<file path="src/rtl/homelab_bus_pkg.sv">
// rtl/homelab_bus_pkg.sv - shared types and constants for the homelab CPU bus fabric
package homelab_bus_pkg;

  typedef enum logic [1:0] {
    ST_IDLE  = 2'd0,
    ST_M1DLY = 2'd1,
    ST_REQ   = 2'd2,
    ST_DONE  = 2'd3
  } bridge_state_e;

  localparam logic [7:0] BUS_FLOAT          = 8'hFF;
  localparam logic [7:0] DEFAULT_INT_VECTOR = 8'hFF;

endpackage

</file>
<file path="src/rtl/z80_bus_bridge.sv">
// rtl/z80_bus_bridge.sv - turns Z80 bus cycles into level req/ack transactions, stretching the CPU with wait_n
module z80_bus_bridge
  import homelab_bus_pkg::*;
#(
  parameter int         M1_WAIT    = 0,
  parameter int         TIMEOUT    = 255,
  parameter logic [7:0] INT_VECTOR = DEFAULT_INT_VECTOR
) (
  input  logic        clk,
  input  logic        reset,
  input  logic        mreq_n,
  input  logic        iorq_n,
  input  logic        rd_n,
  input  logic        wr_n,
  input  logic        m1_n,
  input  logic        rfsh_n,
  input  logic [15:0] A,
  input  logic [7:0]  dout,
  output logic [7:0]  di,
  output logic        wait_n,
  output logic        mem_req,
  output logic        mem_we,
  output logic        mem_io,
  output logic [15:0] mem_addr,
  output logic [7:0]  mem_wdata,
  input  logic        mem_ack,
  input  logic [7:0]  mem_rdata,
  output logic        bus_err
);

  localparam logic [7:0] M1_LAST = 8'((M1_WAIT > 0) ? (M1_WAIT - 1) : 0);
  localparam logic [7:0] TO_LAST = 8'(TIMEOUT - 1);

  bridge_state_e state_q, state_d;
  logic [7:0]    cnt_q, cnt_d;
  logic [7:0]    di_q, di_d;
  logic          req_q, req_d;
  logic          we_q, we_d;
  logic          io_q, io_d;
  logic [15:0]   addr_q, addr_d;
  logic [7:0]    wdata_q, wdata_d;
  logic          err_q, err_d;
  logic          inta, start;

  // rfsh_n qualification keeps a refresh cycle from ever looking like a start
  assign inta  = ~m1_n & ~iorq_n;
  assign start = (~rd_n | ~wr_n) & (~mreq_n | ~iorq_n) & ~inta & rfsh_n;

  always_ff @(posedge clk or posedge reset) begin
    if (reset) begin
      state_q <= ST_IDLE;
      cnt_q   <= 8'd0;
      di_q    <= BUS_FLOAT;
      req_q   <= 1'b0;
      we_q    <= 1'b0;
      io_q    <= 1'b0;
      addr_q  <= 16'd0;
      wdata_q <= 8'd0;
      err_q   <= 1'b0;
    end else begin
      state_q <= state_d;
      cnt_q   <= cnt_d;
      di_q    <= di_d;
      req_q   <= req_d;
      we_q    <= we_d;
      io_q    <= io_d;
      addr_q  <= addr_d;
      wdata_q <= wdata_d;
      err_q   <= err_d;
    end
  end

  always_comb begin
    state_d = state_q;
    cnt_d   = cnt_q;
    di_d    = di_q;
    req_d   = req_q;
    we_d    = we_q;
    io_d    = io_q;
    addr_d  = addr_q;
    wdata_d = wdata_q;
    err_d   = 1'b0;
    wait_n  = 1'b1;
    unique case (state_q)
      ST_IDLE: begin
        if (inta) begin
          wait_n  = 1'b0;
          di_d    = INT_VECTOR;
          state_d = ST_DONE;
        end else if (start) begin
          wait_n  = 1'b0;
          addr_d  = A;
          wdata_d = dout;
          we_d    = ~wr_n;
          io_d    = ~iorq_n;
          cnt_d   = 8'd0;
          if (~m1_n && (M1_WAIT > 0)) begin
            state_d = ST_M1DLY;
          end else begin
            state_d = ST_REQ;
            req_d   = 1'b1;
          end
        end
      end
      ST_M1DLY: begin
        wait_n = 1'b0;
        if (cnt_q == M1_LAST) begin
          cnt_d   = 8'd0;
          req_d   = 1'b1;
          state_d = ST_REQ;
        end else begin
          cnt_d = cnt_q + 8'd1;
        end
      end
      ST_REQ: begin
        wait_n = 1'b0;
        // ack is checked first so a same-cycle ack beats the timeout
        if (mem_ack) begin
          if (!we_q) di_d = mem_rdata;
          req_d   = 1'b0;
          state_d = ST_DONE;
        end else if (cnt_q >= TO_LAST) begin
          di_d    = BUS_FLOAT;
          err_d   = 1'b1;
          req_d   = 1'b0;
          state_d = ST_DONE;
        end else if (cnt_q != 8'hFF) begin
          cnt_d = cnt_q + 8'd1;
        end
      end
      ST_DONE: begin
        // an interrupt ack holds iorq_n/m1_n with no rd/wr strobe, so wait for it too
        if (rd_n && wr_n && !inta) state_d = ST_IDLE;
      end
      default: state_d = ST_IDLE;
    endcase
  end

  assign di        = di_q;
  assign mem_req   = req_q;
  assign mem_we    = we_q;
  assign mem_io    = io_q;
  assign mem_addr  = addr_q;
  assign mem_wdata = wdata_q;
  assign bus_err   = err_q;

endmodule

</file>
<file path="config.mk">
export PLATFORM = sky130hd
export DESIGN_NAME = z80_bus_bridge
export DESIGN_NICKNAME = d
export VERILOG_FILES = /design/src/rtl/homelab_bus_pkg.sv /design/src/rtl/z80_bus_bridge.sv
export SDC_FILE = /design/constraint.sdc
export NUM_CORES = 1
export LEC_CHECK = 0
export ABC_AREA = 1
export BUFFER_PORTS_ARGS = -buffer_cell sky130_fd_sc_hd__buf_2
export CORE_MARGIN = 2
export CORE_UTILIZATION = 55
export CTS_CLUSTER_DIAMETER = 80
export DETAILED_ROUTE_END_ITERATION = 6
export GPL_ROUTABILITY_DRIVEN = 0
export PLACE_DENSITY = 0.89
export SYNTH_ARGS = -nofsm -noshare
export SYNTH_HDL_FRONTEND = slang
export SYNTH_SLANG_ARGS = --single-unit
</file>
<file path="constraint.sdc">
create_clock -name clk -period 2.7 [get_ports clk]
set_input_delay 0.27 -clock clk [delete_from_list [all_inputs] [get_ports clk]]
set_output_delay 0.27 -clock clk [all_outputs]
set_load 0.005 [all_outputs]
</file>
==> results by group <==
Power
  • Cell Pwr Density: ~1000 mW/mm^2
  • Gate power share: a little over two fifths
  • Peak supply drop: a little under 0.6 mV
  • Part of the power in registers: between 30% and 40%
  • Switching power as a share of total power: 39.9%
  • Internal power: between 1.5 and 2 mW
  • LEAKAGE: about 1.7 nW
  • Clock group share of total power: between 15 and 20%
  • Sw Pwr: about 1.2 mW

Synthesis
  • Yosys Warn Count: 0
  • Unique masters post-synth: 24
  • Syn_area_per_cell: ~8 um^2
  • Mapped Cells: 305
  • Synthesis-stage register bit count: between 40 and 50
  • Cell Area, Synth: ~0.0024 mm^2
  • Syn nets: about 350
  • Sequential share of the synthesized area: between 40% and 50%

Setup path
  • Crit end category: flip-flop
  • CP delay by family, top: adder cells
  • WP data required: 2940 ps
  • Critical path buffers and inverters: 2
  • Crit path max fanout: 16
  • CP Class: flip-flop to flip-flop
  • CP Launch Type: flip-flop
  • WP data arrival: between 2000 and 2500 ps
  • Crit path max-delay cell type: ha_1
  • Crit-path cells: inv_1, ha_1, inv_2, nor2_1, nand2_2, o211ai_4, nand2_1, o21ai_2
  • Worst path max stage delay: about 500 ps

Global route
  • First-pass GRT wire length: ~8.9 mm
  • Total global-route track usage: a little under a quarter
  • Antenna violations before repair: 0
  • Overflow after GRT: 0
  • Vias in the first global route: just over 2000
  • Largest net degree at the start of global routing: between 40 and 50

Final layout
  • Most common cell after layout, fill and taps aside: nand2_1
  • # diodes: 0
  • Multi-input logic area: 0.00105 mm^2
  • Storage cell area: between 0.001 and 0.0015 mm^2
  • Fin util: approximately 69%
  • Commonest cells after routing, fill and taps aside: 81 x nand2_1, 77 x buf_2, 43 x inv_1
  • Finished Layout Cells: approximately 430
  • Layout net count: 430
  • Post-route cell area: slightly below 0.003 mm^2
  • Area delta synth->final: 21.4%
  • Fillers: approximately 370
  • Layout cells sized above 1: slightly above 30%

Clock tree
  • Clk buf depth: 2
  • CTS tree: done
  • Root buf cell: clkbuf_8
  • Post-CTS sizing: 0
  • Clk sinks: 46
  • Post-CTS setup buffers: 0
  • Clk_lat worst skew: around 300 ps
  • TritonCTS Buffers: 5
  • Reg clk slew, reported paths: roughly 80 ps
  • Hold-fix buffers, CTS: 0
  • CTS H-Tree Depth: 2

Placement
  • Placed instance count: approximately 430
  • # port buffers: 77
  • Placed cell areas: approximately 0.0028 mm^2
  • Post-Place Setup Slack: between 700 and 800 ps
  • DP HPWL: ~3.9 mm

STA
  • Layout Skew: 2.61 ps
  • Final critical-path required period: roughly 2000 ps
  • Setup TNS: 0 ps
  • Final count of hold timing violations: 0
  • Slew Limit Fails: 0
  • Fin crit share: around 73%
  • Finish-stage setup viols: 0
  • Slew margin rel.: around 39%
  • Worst-Margin Slew: approximately 900 ps
  • Setup repair after global routing missed its margin: no
  • Final setup margin: slightly above 700 ps
  • Max Freq: a little over 500 MHz

Run
  • MaxCap Viol Count: 0

Die
  • Core Region: between 0.004 and 0.005 mm^2
  • Initial core utilization: between 50% and 60%
  • Die width: 70.5 um
  • Row cnt: 24
  • I/O pin total: 78
  • Die Y: between 70 and 80 um
  • Die area: just under 0.005 mm^2

Route
  • Final WL: approximately 5.3 mm
  • DRT Pass-1 Iters: 4
  • Via density: 4.97
  • DR vias: 2157
  • Drt initial violations: approximately 130
  • Detailed-route DRC error count: 0
  • ANT nets after route: 0
  • DR WL/cell: ~12 um

Run status
  • Outcome: complete, no violations

Worst hold path
  • Hold crit path type: primary input to asynchronous set/reset pin
[power groups by stage]
stage | sequential [mW] | clock [mW] | combinational (mW)
after floorplan | 1.21 | 0 | 0.839
after global placement | 1.20 | 0 | 1.26
after detailed placement | 1.20 | 0 | 1.31
after CTS | 1.20 | 0.514 | 1.32
after global routing | 1.23 | 0.540 | 1.48
final | 1.20 | 0.511 | 1.31
[layout make-up]
class | instances | area share [%]
sequential | 46 | 39.4
multi-input combinational | 204 | 35.5
clock buffer | 6 | 2.46
timing repair buffer | 78 | 13.3
inverter | 46 | 5.86
clock inverter | 2 | 1.27
tap | 52 | 2.21
[routing by layer]
| layer | GRT usage, % | vias up | routed length (um) |
|---|---|---|---|
| li1 | - | 1103 | - |
| met1 | 27.7 | 980 | 2300 |
| met2 | 38.4 | 67 | 2630 |
| met3 | 6.20 | 7 | 331 |
| met4 | 8.76 | 0 | 61 |
| met5 | 0 | - | 0 |
[registers in the layout, indices dropped and copies added, names as in the netlist, 2 cells and up]
register	flops
state_q	2
mem_addr	16
mem_wdata	8
cnt_q	8
di	8
[final timing paths]
path,start,to,slack (ps),depth (start not counted)
max,state_q[0],di[2],730,8
min,reset,mem_req,160,2
max reg2reg,state_q[0],di[2],730,8
min reg2reg,di[1],di[1],480,2
max in group asynchronous,reset,cnt_q[0],1970,2
min in group clk,wr_n,mem_we,170,2
[through the flow]
stage	hold WS [ps]	power, mW
floorplan	336	2.05
global placement	461	2.45
detailed placement	467	2.51
CTS	168	3.03
global route	181	3.26
finish	164	3.02
[synthesized netlist by cell type]
master	number	area, um^2
o21bai_1	1	7.51
dfrtp_1	38	951
xor2_1	1	8.76
buf_4	1	7.51
buf_6	1	11.3
nand2_1	81	304
nor2_1	22	82.6
nand3_1	26	130
ha_1	8	100
nand2_2	9	56.3
o21ai_1	2	10.0
dfstp_2	8	210
o211ai_4	1	21.3
inv_2	2	7.51
nor2_4	3	33.8
o21ai_0	37	185
nand3_2	1	10.0
nor3_1	1	5.00
o211ai_1	2	15.0
nor2_2	1	6.26
inv_1	44	165
o21ai_2	8	70.1
clkbuf_1	4	15.0
buf_2	3	15.0
[cell families after synthesis]
kind of cell,Yosys count,share of synthesized area (%)
compound gates,51,12.7
xor+xnor,1,0.361
fa+ha+maj,8,4.12
buf+inv,55,9.12
flops,46,47.8
simple gates,144,25.9
(Power assumes the default switching activity.)
